--- src/rtl/truth_table_sequencer.sv ---
// Truth-table sequencer: sweeps all 2^N_IN input vectors of a combinational
// unit-under-test. It holds each vector for SETTLE cycles, then samples the UUT
// outputs and checks them against a golden table. It reports per-vector
// results, the error count, the first failing index and pass/fail.
module truth_table_sequencer #(
  parameter int unsigned N_IN   = 3,
  parameter int unsigned N_OUT  = 1,
  parameter int unsigned SETTLE = 1,
  parameter logic [N_OUT*(2**N_IN)-1:0] GOLDEN = '0
) (
  input  logic             clk,
  input  logic             rst_n,
  input  logic             start,
  input  logic             abort,
  output logic [N_IN-1:0]  vec,
  input  logic [N_OUT-1:0] dut_out,
  output logic             busy,
  output logic             sample_valid,
  output logic             sample_ok,
  output logic             done,
  output logic             pass,
  output logic [N_IN:0]    err_count,
  output logic [N_IN-1:0]  first_err_idx,
  output logic             first_err_valid
);

  localparam int unsigned     NVec    = 2 ** N_IN;
  localparam int unsigned     CntW    = (SETTLE > 1) ? $clog2(SETTLE) : 1;
  localparam logic [CntW-1:0] CntLast = CntW'(SETTLE - 1);
  localparam logic [N_IN-1:0] LastVec = '1;

  typedef enum logic [1:0] {StIdle, StSettle, StSample, StDone} state_e;

  state_e           state_q, state_d;
  logic [N_IN-1:0]  vec_q, vec_d;
  logic [CntW-1:0]  cnt_q, cnt_d;
  logic [N_IN:0]    err_q, err_d;
  logic [N_IN-1:0]  first_idx_q, first_idx_d;
  logic             first_vld_q, first_vld_d;
  logic             sv_q, sv_d;
  logic             ok_q, ok_d;
  logic             done_q, done_d;
  logic             pass_q, pass_d;
  logic [N_OUT-1:0] expected;
  logic             match;

  // Golden lookup for the current vector; constant slices keep the mux simple.
  always_comb begin
    expected = '0;
    for (int i = 0; i < NVec; i++) begin
      if (vec_q == N_IN'(i)) expected = GOLDEN[i*N_OUT +: N_OUT];
    end
  end

  assign match = (dut_out == expected);

  // Next-state and registered-output logic for the sweep FSM.
  always_comb begin
    state_d     = state_q;
    vec_d       = vec_q;
    cnt_d       = cnt_q;
    err_d       = err_q;
    first_idx_d = first_idx_q;
    first_vld_d = first_vld_q;
    pass_d      = pass_q;
    sv_d        = 1'b0;
    ok_d        = 1'b0;
    done_d      = 1'b0;
    unique case (state_q)
      StIdle: begin
        // abort is ignored here, so start wins when both are high.
        if (start) begin
          vec_d       = '0;
          cnt_d       = '0;
          err_d       = '0;
          first_vld_d = 1'b0;
          pass_d      = 1'b0;
          state_d     = StSettle;
        end
      end
      StSettle: begin
        if (abort) begin
          state_d = StIdle;
          vec_d   = '0;
          pass_d  = 1'b0;
        end else if (cnt_q == CntLast) begin
          state_d = StSample;
        end else begin
          cnt_d = cnt_q + 1'b1;
        end
      end
      StSample: begin
        if (abort) begin
          // The sample of the aborting cycle is dropped entirely.
          state_d = StIdle;
          vec_d   = '0;
          pass_d  = 1'b0;
        end else begin
          sv_d = 1'b1;
          ok_d = match;
          if (!match) begin
            err_d = err_q + 1'b1;
            if (!first_vld_q) begin
              first_idx_d = vec_q;
              first_vld_d = 1'b1;
            end
          end
          if (vec_q == LastVec) begin
            state_d = StDone;
            done_d  = 1'b1;
            pass_d  = (err_d == '0);
          end else begin
            vec_d   = vec_q + 1'b1;
            cnt_d   = '0;
            state_d = StSettle;
          end
        end
      end
      StDone: begin
        state_d = StIdle;
      end
      default: begin
        state_d = StIdle;
      end
    endcase
  end

  // State register with synchronous active-low reset.
  always_ff @(posedge clk) begin
    if (!rst_n) begin
      state_q     <= StIdle;
      vec_q       <= '0;
      cnt_q       <= '0;
      err_q       <= '0;
      first_idx_q <= '0;
      first_vld_q <= 1'b0;
      sv_q        <= 1'b0;
      ok_q        <= 1'b0;
      done_q      <= 1'b0;
      pass_q      <= 1'b0;
    end else begin
      state_q     <= state_d;
      vec_q       <= vec_d;
      cnt_q       <= cnt_d;
      err_q       <= err_d;
      first_idx_q <= first_idx_d;
      first_vld_q <= first_vld_d;
      sv_q        <= sv_d;
      ok_q        <= ok_d;
      done_q      <= done_d;
      pass_q      <= pass_d;
    end
  end

  assign vec             = vec_q;
  assign busy            = (state_q == StSettle) || (state_q == StSample);
  assign sample_valid    = sv_q;
  assign sample_ok       = ok_q;
  assign done            = done_q;
  assign pass            = pass_q;
  assign err_count       = err_q;
  assign first_err_idx   = first_idx_q;
  assign first_err_valid = first_vld_q;

endmodule

--- config.mk ---
export PLATFORM = sky130hd
export DESIGN_NAME = truth_table_sequencer
export DESIGN_NICKNAME = d
export VERILOG_FILES = /design/src/rtl/truth_table_sequencer.sv
export SDC_FILE = /design/constraint.sdc
export NUM_CORES = 1
export LEC_CHECK = 0
export ABC_AREA = 1
export BUFFER_PORTS_ARGS = -buffer_cell sky130_fd_sc_hd__clkbuf_2
export CAP_MARGIN = 40
export CORE_ASPECT_RATIO = 0.8
export CORE_MARGIN = 4
export CORE_UTILIZATION = 40
export CTS_CLUSTER_SIZE = 40
export DETAILED_ROUTE_END_ITERATION = 12
export PLACE_DENSITY = 0.59
export SETUP_SLACK_MARGIN = 0.15
export SYNTH_ARGS = -nofsm -noshare
export SYNTH_HDL_FRONTEND = slang
export SYNTH_SLANG_ARGS = --single-unit
--- constraint.sdc ---
create_clock -name clk -period 1.9 [get_ports clk]
set_input_delay 0.285 -clock clk [delete_from_list [all_inputs] [get_ports clk]]
set_output_delay 0.285 -clock clk [all_outputs]
set_load 0.02 [all_outputs]
==> report_table.html <==
<table>
<tr><th>Metric</th><th>Value</th></tr>
<tr><th colspan="2">Outcome</th></tr>
<tr><td>Outcome</td><td>completed</td></tr>
<tr><th colspan="2">Global route</th></tr>
<tr><td>Via count of the first global-routing pass</td><td>756</td></tr>
<tr><td>Number of antenna violations at the first check in global routing</td><td>0</td></tr>
<tr><td>GRT overflow</td><td>0</td></tr>
<tr><td>First-pass GRT wire length</td><td>3440 um</td></tr>
<tr><td>Pin count of the biggest net entering global routing</td><td>11</td></tr>
<tr><td>Overall routing resource usage</td><td>0.150</td></tr>
<tr><th colspan="2">Worst setup path</th></tr>
<tr><td>CP Data Arrival Time</td><td>1.76 ns</td></tr>
<tr><td>Endpoint type of the worst setup path</td><td>flop</td></tr>
<tr><td>Top Family by Delay on Critical Path</td><td>simple AND/OR/NAND/NOR gates</td></tr>
<tr><td>Worst Path Required</td><td>2.08 ns</td></tr>
<tr><td>Largest driver fanout on the critical path</td><td>6</td></tr>
<tr><td>Cell with the most instances on the worst path</td><td>sky130_fd_sc_hd__nor2_1</td></tr>
<tr><td>Kind of launch point of the worst setup path</td><td>flop</td></tr>
<tr><td>Cell with the biggest individual delay on the critical path</td><td>sky130_fd_sc_hd__dfxtp_1</td></tr>
<tr><td>Worst setup path class</td><td>flop to flop</td></tr>
<tr><td>Total buffers and inverters traversed by the critical path</td><td>2</td></tr>
<tr><td>Delay contributed by the slowest stage of the critical path</td><td>0.40 ns</td></tr>
<tr><td>Crit-path cells</td><td>inv_1 -&gt; ha_1 -&gt; inv_2 -&gt; nand2_1 -&gt; nor2_1 -&gt; nor2_4 -&gt; a21oi_1 -&gt; nor2_1</td></tr>
<tr><th colspan="2">Floorplan</th></tr>
<tr><td>Core region area</td><td>2160 um2</td></tr>
<tr><td>Total I/O pin count</td><td>21</td></tr>
<tr><td>Initial Utilization</td><td>0.422</td></tr>
<tr><td>Site row count</td><td>15</td></tr>
<tr><td>Die width</td><td>61.4 um</td></tr>
<tr><td>Y dimension of the die</td><td>50.7 um</td></tr>
<tr><td>Full die area</td><td>3110 um2</td></tr>
<tr><th colspan="2">Clock network</th></tr>
<tr><td>CTS tree</td><td>done</td></tr>
<tr><td>Setup Buffers After CTS</td><td>0</td></tr>
<tr><td>Root Buffer Master</td><td>sky130_fd_sc_hd__clkbuf_4</td></tr>
<tr><td>Clock Pin Slew Worst Setup and Hold Paths</td><td>0.10 ns</td></tr>
<tr><td>Post-cts sizing count</td><td>0</td></tr>
<tr><td>CTS H-tree depth</td><td>1</td></tr>
<tr><td>Clock sink count</td><td>17</td></tr>
<tr><td>CTS Hold Buffers Added</td><td>0</td></tr>
<tr><td>Later-pin clock latency in the skew report</td><td>0.29 ns</td></tr>
<tr><td>Inserted Clock Buffers</td><td>3</td></tr>
<tr><td>CTS Buffer Depth</td><td>2</td></tr>
<tr><th colspan="2">Route</th></tr>
<tr><td>Vias per inst</td><td>4.77</td></tr>
<tr><td>Routed length on met3</td><td>144 um</td></tr>
<tr><td>Uppermost layer routed</td><td>met4</td></tr>
<tr><td>Via count</td><td>825</td></tr>
<tr><td>DR WL/cell</td><td>10.9 um</td></tr>
<tr><td>Total wirelength of the detailed-routed design</td><td>1880 um</td></tr>
<tr><td>Metal1 wirelength</td><td>900 um</td></tr>
<tr><td>Number of remaining DRC errors</td><td>0</td></tr>
<tr><td>WL met2</td><td>806 um</td></tr>
<tr><td>Detailed-router iteration count before antenna repair</td><td>6</td></tr>
<tr><td>Remaining number of nets flagged by the antenna check after routing</td><td>0</td></tr>
<tr><td>Iteration-0 DRC Markers</td><td>19</td></tr>
<tr><th colspan="2">Power</th></tr>
<tr><td>Static power due to leakage</td><td>0.514 nW</td></tr>
<tr><td>Worst-case vdd ir drop</td><td>0.000332 V</td></tr>
<tr><td>Power, Total</td><td>700 uW</td></tr>
<tr><td>Cell area power density</td><td>655 nW/um2</td></tr>
<tr><th colspan="2">Synthesis</th></tr>
<tr><td>Fraction of registers with async set or reset after synthesis</td><td>0</td></tr>
<tr><td>Distinct cell type count after synthesis</td><td>22</td></tr>
<tr><td>Post-synthesis sequential element count</td><td>17</td></tr>
<tr><td>Gate count after technology mapping</td><td>124</td></tr>
<tr><td>Sequential-to-total area share from yosys stat</td><td>0.374</td></tr>
<tr><td>Post-synthesis instance area</td><td>911 um2</td></tr>
<tr><td>Cell taking the most area after synthesis</td><td>sky130_fd_sc_hd__dfxtp_1</td></tr>
<tr><td>Post-synth top area share</td><td>0.374</td></tr>
<tr><td>Most frequently used flop master after synthesis</td><td>sky130_fd_sc_hd__dfxtp_1</td></tr>
<tr><td>EDFF count, synth</td><td>0</td></tr>
<tr><td>Most repeated cell in the gate-level netlist after synthesis</td><td>sky130_fd_sc_hd__nand2_1</td></tr>
<tr><td>Post-Syn Nets</td><td>137</td></tr>
<tr><td>Leading cell types by total area after synthesis</td><td>sky130_fd_sc_hd__dfxtp_1 37%, sky130_fd_sc_hd__nand2_1 11%, sky130_fd_sc_hd__ha_1 11%, sky130_fd_sc_hd__nor2_1 8.2%, sky130_fd_sc_hd__inv_1 6.2%</td></tr>
<tr><td>Total of warnings raised by yosys</td><td>0</td></tr>
<tr><td>Synth cell count leaders</td><td>27 x sky130_fd_sc_hd__nand2_1, 20 x sky130_fd_sc_hd__nor2_1, 17 x sky130_fd_sc_hd__dfxtp_1</td></tr>
<tr><td>Post-Syn Area per Cell</td><td>7.35 um2</td></tr>
<tr><th colspan="2">Placed design</th></tr>
<tr><td>Placed inst area</td><td>1040 um2</td></tr>
<tr><td>Port bufs</td><td>20</td></tr>
<tr><td>DP Wirelength</td><td>1480 um</td></tr>
<tr><td>Routability Congestion</td><td>0.772</td></tr>
<tr><th colspan="2">Final layout</th></tr>
<tr><td>Number of nets at the end of the flow</td><td>162</td></tr>
<tr><td>ANT cells</td><td>0</td></tr>
<tr><td>Final core utilization</td><td>0.495</td></tr>
<tr><td>Growth of design area from synthesis to finish</td><td>17.3%</td></tr>
<tr><td>Non-Filler Cell Area, Final</td><td>1070 um2</td></tr>
<tr><td>Fraction of layout instances using a drive strength above 1</td><td>0.257</td></tr>
<tr><th colspan="2">STA</th></tr>
<tr><td>Crit share post-route</td><td>0.828</td></tr>
<tr><td>Actual transition at the worst max-transition pin</td><td>0.313 ns</td></tr>
<tr><td>Maximum achievable frequency</td><td>0.636 GHz</td></tr>
<tr><td>Post-Route Setup TNS</td><td>0 ns</td></tr>
<tr><td>Setup repair after global routing missed its margin</td><td>false</td></tr>
<tr><td>Min Hold Slack</td><td>0.279 ns</td></tr>
<tr><td>Max-slew violation total from the final report</td><td>0</td></tr>
<tr><td>Count of final hold-check violations</td><td>0</td></tr>
<tr><td>Final clock skew</td><td>0.00443 ns</td></tr>
<tr><td>Final setup viols</td><td>0</td></tr>
<tr><td>Final critical-path required period</td><td>1.57 ns</td></tr>
<tr><td>Remaining max-slew budget at the tightest pin</td><td>0.791</td></tr>
<tr><th colspan="2">Run</th></tr>
<tr><td>Max-cap check violation count</td><td>0</td></tr>
<tr><th colspan="2">Worst hold path</th></tr>
<tr><td>Worst Hold Class</td><td>primary input to flop</td></tr>
</table>
==> registers in the layout, summed over array words and instances, names as in the netlist <==
signal,flops
err_count,4
first_err_idx,3
vec,3
state_q,2
done,1
first_err_valid,1
pass,1
sample_ok,1
sample_valid,1
==> logic make-up after synthesis <==
kind of cell,after synthesis,share of synthesized area
compound gates,17,0.113
fa+ha+maj,8,0.110
buf+inv,19,0.0810
flops,17,0.374
simple gates,63,0.323
==> area by class of cell <==
class,count,area (um2)
tap,25,31.3
multi-input combinational,88,497
timing repair buffer,20,100
inverter,19,73.8
sequential,17,340
clock buffer,4,26.3
fill,209,1090
==> metrics by stage <==
step | setup WS (ns) | cells
floorplan | 0.525 | 124
global placement | 0.397 | 169
detailed placement | 0.353 | 169
CTS | 0.331 | 173
global route | 0.217 | 173
finish | 0.327 | 173
==> report_power, final <==
group          leakage [nW]  switching, mW  internal [mW]
clock network        0.0150          0.112         0.0816
registers             0.138         0.0133          0.369
logic                 0.361         0.0834         0.0410
==> layer usage <==
metal | vias up | GRT usage
met5 | - | 0
met4 | 0 | 0.0671
met3 | 4 | 0.0668
met2 | 24 | 0.208
met1 | 354 | 0.197
li1 | 443 | -
==> worst reg2reg max path: stages (launching register included) <==
cell and delay, ns:
sky130_fd_sc_hd__dfxtp_1 0.40, sky130_fd_sc_hd__inv_1 0.10, sky130_fd_sc_hd__ha_1 0.25, sky130_fd_sc_hd__inv_2 0.11
sky130_fd_sc_hd__nand2_1 0.05, sky130_fd_sc_hd__nor2_1 0.25, sky130_fd_sc_hd__nor2_4 0.10, sky130_fd_sc_hd__a21oi_1 0.16
sky130_fd_sc_hd__nor2_1 0.05
==> path summary, 6_finish.rpt <==
check,start,slack [ns],cells after the start,to
setup / recovery,state_q[0],0.33,8,err_count[0]
hold / removal,dut_out,0.28,2,sample_ok
setup reg to reg,state_q[0],0.33,8,err_count[0]
hold reg to reg,err_count[3],0.49,2,err_count[3]
==> placed cells by master, fill, tap and decap left out <==
cell,instances
sky130_fd_sc_hd__a211oi_2,1
sky130_fd_sc_hd__a21oi_1,6
sky130_fd_sc_hd__a22oi_1,1
sky130_fd_sc_hd__a31oi_1,1
sky130_fd_sc_hd__clkbuf_1,1
sky130_fd_sc_hd__clkbuf_2,20
sky130_fd_sc_hd__clkbuf_4,3
sky130_fd_sc_hd__dfxtp_1,17
sky130_fd_sc_hd__ha_1,8
sky130_fd_sc_hd__inv_1,15
sky130_fd_sc_hd__inv_2,3
sky130_fd_sc_hd__inv_4,1
sky130_fd_sc_hd__nand2_1,27
sky130_fd_sc_hd__nand2_2,2
sky130_fd_sc_hd__nand3_1,5
sky130_fd_sc_hd__nand4_1,1
sky130_fd_sc_hd__nor2_1,20
sky130_fd_sc_hd__nor2_2,3
sky130_fd_sc_hd__nor2_4,3
sky130_fd_sc_hd__nor3_1,1
sky130_fd_sc_hd__nor3_4,1
sky130_fd_sc_hd__o21ai_0,5
sky130_fd_sc_hd__o21ai_1,1
sky130_fd_sc_hd__o21ai_2,1
sky130_fd_sc_hd__o21bai_1,1
Note: power is estimated with default switching activity, not from simulation.
